<file path="src/rtl/konami_button_events_pkg.sv">
`default_nettype none
// ============================================================================
// Module   : konami_pkg
// Brief    : Button indices, vector type and helpers for the button front end.
// Revision : 1.0 - initial release
// ============================================================================
package konami_pkg;

  localparam int c_num_buttons = 7;

  // Index order also fixes the mapping onto the recogniser's up_i/unup_i ... ports.
  typedef enum logic [2:0] {
    BTN_UP    = 3'd0,
    BTN_DOWN  = 3'd1,
    BTN_LEFT  = 3'd2,
    BTN_RIGHT = 3'd3,
    BTN_B     = 3'd4,
    BTN_A     = 3'd5,
    BTN_START = 3'd6
  } button_e;

  typedef logic [c_num_buttons-1:0] btn_vec_t;

  function automatic btn_vec_t btn_mask(button_e b);
    return btn_vec_t'(1) << b;
  endfunction

endpackage
`default_nettype wire

</file>
<file path="src/rtl/konami_button_events_if.sv">
`default_nettype none
// ============================================================================
// Module   : konami_button_events_if
// Brief    : Raw button levels in, serialised press/release events out.
// Revision : 1.0 - initial release
// ============================================================================
interface konami_button_events_if;
  import konami_pkg::*;

  btn_vec_t raw_i;
  btn_vec_t press_o;
  btn_vec_t release_o;
  btn_vec_t level_o;
  logic     overflow_o;

  modport master (
    output raw_i,
    input  press_o,
    input  release_o,
    input  level_o,
    input  overflow_o
  );

  modport slave (
    input  raw_i,
    output press_o,
    output release_o,
    output level_o,
    output overflow_o
  );

endinterface
`default_nettype wire

</file>
<file path="src/rtl/konami_button_events_button_debounce.sv">
`default_nettype none
// ============================================================================
// Module   : button_debounce
// Brief    : 2-flop synchroniser plus counter debounce for one button.
// Revision : 1.0 - initial release
// ============================================================================
module button_debounce #(
  parameter int DEBOUNCE_CYCLES = 4
) (
  input  wire logic clk_i,
  input  wire logic reset_i,
  input  wire logic raw_i,
  output logic      level_o,
  output logic      rise_o,
  output logic      fall_o
);

  localparam int                 c_cnt_w   = $clog2(DEBOUNCE_CYCLES + 1);
  localparam logic [c_cnt_w-1:0] c_cnt_max = c_cnt_w'(DEBOUNCE_CYCLES - 1);

  logic               r_sync_q1;
  logic               r_sync_q2;
  logic               r_level;
  logic [c_cnt_w-1:0] r_cnt;
  logic               w_toggle;

  always_ff @(posedge clk_i or posedge reset_i) begin
    if (reset_i) begin
      r_sync_q1 <= 1'b0;
      r_sync_q2 <= 1'b0;
    end else begin
      r_sync_q1 <= raw_i;
      r_sync_q2 <= r_sync_q1;
    end
  end

  // Level flips on the edge where the disagreement reaches its required run length.
  assign w_toggle = (r_sync_q2 != r_level) && (r_cnt == c_cnt_max);

  always_ff @(posedge clk_i or posedge reset_i) begin
    if (reset_i) begin
      r_cnt   <= '0;
      r_level <= 1'b0;
    end else if (r_sync_q2 == r_level) begin
      r_cnt <= '0;
    end else if (w_toggle) begin
      r_cnt   <= '0;
      r_level <= ~r_level;
    end else begin
      r_cnt <= r_cnt + 1'b1;
    end
  end

  assign level_o = r_level;
  assign rise_o  = w_toggle & ~r_level;
  assign fall_o  = w_toggle &  r_level;

endmodule
`default_nettype wire

</file>
<file path="src/rtl/konami_button_events.sv">
`default_nettype none
// ============================================================================
// Module   : konami_button_events
// Brief    : Debounces 7 buttons and emits at most one press/release per cycle.
// Revision : 1.0 - initial release
// ============================================================================
module konami_button_events
  import konami_pkg::*;
#(
  parameter int DEBOUNCE_CYCLES = 4
) (
  input  wire logic              clk_i,
  input  wire logic              reset_i,
  konami_button_events_if.slave  bus
);

  localparam int c_num_req = 2 * c_num_buttons;

  btn_vec_t               w_level;
  btn_vec_t               w_rise;
  btn_vec_t               w_fall;
  btn_vec_t               r_pend_press;
  btn_vec_t               r_pend_release;
  btn_vec_t               r_press;
  btn_vec_t               r_release;
  logic                   r_overflow;
  logic [c_num_req-1:0]   w_req;
  logic [c_num_req-1:0]   w_grant;
  logic [c_num_req-1:0]   w_set;
  logic [c_num_req-1:0]   w_next;
  logic                   w_overflow;

  for (genvar i = 0; i < c_num_buttons; i++) begin : g_btn
    button_debounce #(
      .DEBOUNCE_CYCLES (DEBOUNCE_CYCLES)
    ) u_debounce (
      .clk_i   (clk_i),
      .reset_i (reset_i),
      .raw_i   (bus.raw_i[i]),
      .level_o (w_level[i]),
      .rise_o  (w_rise[i]),
      .fall_o  (w_fall[i])
    );
  end

  // Releases occupy the low half so lowest-set-bit selection favours them.
  assign w_req   = {r_pend_press, r_pend_release};
  assign w_set   = {w_rise, w_fall};
  assign w_grant = w_req & (~w_req + 1'b1);

  // A fresh event wins over the grant that clears the same bit.
  assign w_next     = (w_req & ~w_grant) | w_set;
  assign w_overflow = |(w_set & w_req & ~w_grant);

  always_ff @(posedge clk_i or posedge reset_i) begin
    if (reset_i) begin
      r_pend_press   <= '0;
      r_pend_release <= '0;
      r_press        <= '0;
      r_release      <= '0;
      r_overflow     <= 1'b0;
    end else begin
      r_pend_press   <= w_next[c_num_req-1:c_num_buttons];
      r_pend_release <= w_next[c_num_buttons-1:0];
      r_press        <= w_grant[c_num_req-1:c_num_buttons];
      r_release      <= w_grant[c_num_buttons-1:0];
      if (w_overflow) begin
        r_overflow <= 1'b1;
      end
    end
  end

  assign bus.press_o    = r_press;
  assign bus.release_o  = r_release;
  assign bus.level_o    = w_level;
  assign bus.overflow_o = r_overflow;

endmodule
`default_nettype wire

</file>
<file path="src/flat_wrapper.sv">
// flat-port wrapper written by rule: the top's interface ports become plain ports
module konami_button_events_flat import konami_pkg::*;
#(
  parameter int DEBOUNCE_CYCLES = 4
)
  (clk_i, reset_i, bus_raw_i, bus_press_o, bus_release_o, bus_level_o, bus_overflow_o);
  konami_button_events_if bus_i ();
  input  wire logic clk_i;
  input  wire logic reset_i;
  input wire logic [$bits(bus_i.raw_i)-1:0] bus_raw_i;
  output wire logic [$bits(bus_i.press_o)-1:0] bus_press_o;
  output wire logic [$bits(bus_i.release_o)-1:0] bus_release_o;
  output wire logic [$bits(bus_i.level_o)-1:0] bus_level_o;
  output wire logic [$bits(bus_i.overflow_o)-1:0] bus_overflow_o;
  assign bus_i.raw_i = bus_raw_i;
  assign bus_press_o = bus_i.press_o;
  assign bus_release_o = bus_i.release_o;
  assign bus_level_o = bus_i.level_o;
  assign bus_overflow_o = bus_i.overflow_o;
  konami_button_events #(.DEBOUNCE_CYCLES(DEBOUNCE_CYCLES)) u_core (.clk_i(clk_i), .reset_i(reset_i), .bus(bus_i));
endmodule
</file>
<file path="config.mk">
export PLATFORM = sky130hd
export DESIGN_NAME = konami_button_events_flat
export DESIGN_NICKNAME = d
export VERILOG_FILES = /design/src/rtl/konami_button_events_pkg.sv /design/src/rtl/konami_button_events_if.sv /design/src/rtl/konami_button_events_button_debounce.sv /design/src/rtl/konami_button_events.sv /design/src/flat_wrapper.sv
export SDC_FILE = /design/constraint.sdc
export NUM_CORES = 1
export LEC_CHECK = 0
export ABC_AREA = 1
export BUFFER_PORTS_ARGS = -buffer_cell sky130_fd_sc_hd__buf_2
export CELL_PAD_IN_SITES_DETAIL_PLACEMENT = 0
export CELL_PAD_IN_SITES_GLOBAL_PLACEMENT = 1
export CORE_ASPECT_RATIO = 0.7
export CORE_MARGIN = 5
export CORE_UTILIZATION = 40
export DETAILED_ROUTE_END_ITERATION = 12
export HOLD_SLACK_MARGIN = 0.1
export PLACE_DENSITY = 0.86
export SLEW_MARGIN = 20
export SYNTH_ARGS = -nofsm -noshare
export SYNTH_HDL_FRONTEND = slang
export SYNTH_HIERARCHICAL = 1
export SYNTH_SLANG_ARGS = --single-unit
</file>
<file path="constraint.sdc">
create_clock -name clk_i -period 1.3 [get_ports clk_i]
set_input_delay 0.065 -clock clk_i [delete_from_list [all_inputs] [get_ports clk_i]]
set_output_delay 0.065 -clock clk_i [all_outputs]
set_load 0.005 [all_outputs]
</file>
==> results_dict.tcl <==
set metrics [dict create \
    drive_above_1_share 0.280 \
    yosysTopAreaCell "dfrtp_1" \
    synth_seq_cells 71 \
    ys.flop_type "dfrtp_1" \
    ios 31 \
    grt_overflow 0 \
    slew_headroom 0.750 \
    routed.top_layer "met4" \
    grt_max_degree 28 \
    drtAntennaViolNets 0 \
    cts-root-buf "clkbuf_8" \
    rsz0062_at_grt "true" \
    chipHeight_microns 81.7 \
    core_sq_um 7220 \
    cp_cell_sequence "nor2_4 > nand2_4 > nor2_8 > nand2_2 > nand3_2 > nand3_2 > nor2_2 > nand2_1" \
    placed_area_sq_um 3390 \
    synth_edf_count 0 \
    grt_use_total 0.133 \
    clk_path_buf_depth 2 \
    drt-met1-wl_mm 2.67 \
    max_freq_ghz 0.744 \
    netlist_area_sq_um 2940 \
    drv_slew 0 \
    cts_sinks 71 \
    clockPowerShare 0.319 \
    intPower_mw 4.67 \
    worstPathArrival_ns 1.58 \
    crit_path_top_delay_cell "dfrtp_1" \
    period_share 1.03 \
    tightest_slew_ns 0.372 \
    drv_cap 0 \
    drt_iter0_drc 70 \
    p_per_area_nw_per_um2 1750 \
    synthCells 299 \
    startpoint_type "flop" \
    wl_met2_mm 2.15 \
    p_seq_frac 0.428 \
    cp_common_cell "nand3_2" \
    p_sw_frac 0.289 \
    synth_cell_types 21 \
    setup_tns_ns -0.0434 \
    grt_pass1_vias 2012 \
    vias 1994 \
    ys_warn_count 6 \
    viasPerCell 4.18 \
    routabilityCongestion 0.822 \
    syn_to_final_growth_pct 27.7 \
    synthArstFlopShare 1.00 \
    synth_common_cells "71 x dfrtp_1, 53 x nor2_1, 46 x inv_1" \
    die_area_sq_um 9190 \
    finalSetupViolCount 1 \
    ys_seq_area_frac 0.604 \
    stdcell_area_sq_um 3750 \
    status "finished with violations" \
    synthMostInstantiatedCell "dfrtp_1" \
    wl_mm 5.17 \
    hold_viol 0 \
    hpwl_mm 3.89 \
    syn_nets 315 \
    fin_skew_ns 0.00833 \
    cts_tree "yes" \
    crit_path_end_kind "flop" \
    fill_cells 672 \
    ir_drop_uv 849 \
    syn_avg_cell_area_sq_um 9.83 \
    num_rows 26 \
    met3_length_microns 268 \
    drc 0 \
    synth_top_cell_area_share 0.604 \
    fin_ws_ns -0.0434 \
    h-tree-depth 3 \
    die_x_microns 112 \
    hold_path_class "in -> async" \
    diodes 0 \
    slowest_delay_ns 0.42 \
    grt_pass1_wl_mm 9.27 \
    synth_area_leaders "dfrtp_1 60%, nor2_1 6.8%, inv_1 5.9%" \
    p_leak_nw 2.09 \
    critical_path_class "reg -> reg" \
    portBuffers 30 \
    wire_per_inst_microns 10.8 \
    crit_required_ns 1.54 \
    clk_latency_ns 0.34 \
    final_nets 390 \
    clk_pin_slew_ns 0.07 \
    switchingPower_mw 1.90 \
    worstPathMaxFanout 4 \
    period_needed_ns 1.34 \
    start_util 0.407 \
    numCtsBuffers 9 \
    violations "setup timing" \
    first_pass_iters 4 \
    share_comb_of_total_power 0.253 \
    antenna_found_initial 0 \
]
==> kinds of logic (layout without fill, tap and decap cells) <==
family / count (synthesis) / after routing / share of synthesized area
fa+ha+maj: 7 / 7 / 0.0298
simple gates: 143 / 143 / 0.234
compound gates: 20 / 20 / 0.0460
xor+xnor: 7 / 7 / 0.0209
buf+inv: 51 / 131 / 0.0651
flops: 71 / 71 / 0.604
==> layout by cell type, fill, tap and decap left out <==
cell,Yosys,routed
nand3b_2,1,1
a21o_1,5,5
nand3_2,5,5
clkbuf_8,0,10
nor3_1,7,7
nor2_2,1,3
or2_1,7,7
xnor2_1,7,7
nand2_4,2,2
nand3_1,12,12
buf_4,0,26
inv_1,46,46
ha_2,0,2
clkinv_2,0,2
dfrtp_1,71,71
buf_2,0,30
nor2_4,3,3
nor2_1,53,51
nand2_2,6,10
a21o_2,2,2
o21ai_0,7,7
bufinv_16,0,3
ha_1,7,5
nor2_8,1,1
inv_2,5,5
dlygate4sd3_1,0,8
clkinvlp_4,0,1
nand2_1,45,41
o21bai_1,6,6
==> repair_timing <==
action / 4_1_cts / 5_1_grt
buffers inserted: 0 / 3
hold endpoints to repair: 78 / 0
resized for setup: 1 / 7
endpoints found under the setup margin: 3 / 6
cloned: 0 / 0
pin swaps: 2 / 6
hold buffers: 8 / 0
==> layout make-up <==
class,count,area (sq um),share of cell area
Clock buffer,10,138,0.0367
Clock inverter,6,108,0.0287
Inverter,51,191,0.0510
Multi-Input combinational cell,177,992,0.264
Sequential cell,71,1780,0.473
Tap cell,98,123,0.0327
Timing Repair Buffer,64,425,0.113
==> routing by layer <==
metal	vias up	track usage
li1	1062	-
met1	897	0.179
met2	28	0.186
met3	7	0.0582
met4	0	0.0576
met5	-	0
==> state kept, by name (all words and copies together) (netlist names) <==
register                           cells
u_core/r_pend_release                  7
u_core/bus.overflow_o                  1
u_core/r_pend_press                    7
u_core/g_btn.u_debounce/r_cnt         21
u_core/bus.release_o                   7
u_core/bus.press_o                     7
u_core/g_btn.u_debounce/r_sync_q1      7
u_core/g_btn.u_debounce/level_o        7
u_core/g_btn.u_debounce/r_sync_q2      7
==> path summary, 6_finish.rpt <==
path | from | endpoint | slack, ns | cells after the start
worst max-delay path | u_core/r_pend_release[0] | u_core/bus.overflow_o | -0.04 | 8
worst min register to register | u_core/g_btn[4].u_debounce/r_sync_q1 | u_core/g_btn[4].u_debounce/r_sync_q2 | 0.35 | 0
max in group asynchronous | reset_i | u_core/r_pend_press[6] | 0.53 | 4
worst max register to register | u_core/r_pend_release[0] | u_core/bus.overflow_o | -0.04 | 8
worst min-delay path | reset_i | u_core/bus.press_o[0] | 0.23 | 3
min in group clk_i | u_core/g_btn[4].u_debounce/r_sync_q1 | u_core/g_btn[4].u_debounce/r_sync_q2 | 0.35 | 0
==> stage by stage <==
stage	setup WS, ns	cells	power, mW	hold WS (ns)	util
after floorplan	0.0183	299	3.88	-0.144	-
after global placement	-0.0638	450	4.42	0.0410	0.469
after detailed placement	-0.0660	450	4.47	0.0477	0.469
after CTS	-0.0528	474	6.63	0.207	0.514
after global routing	-0.161	477	7.10	0.238	0.520
final	-0.0434	477	6.57	0.226	0.520
==> worst max-delay path, delay by kind of cell (launching register included) <==
kind	cells	cell delay (ns)
flip-flops	1	0.42
AND/OR/NAND/NOR	8	0.84
==> power groups by stage <==
stage | Clock (mW) | Sequential, mW | Combinational, mW
floorplan | 0 | 2.85 | 1.03
global placement | 0 | 2.84 | 1.58
detailed placement | 0 | 2.86 | 1.61
CTS | 2.18 | 2.81 | 1.64
global route | 2.30 | 2.87 | 1.93
finish | 2.10 | 2.81 | 1.66
(Power assumes the default switching activity.)
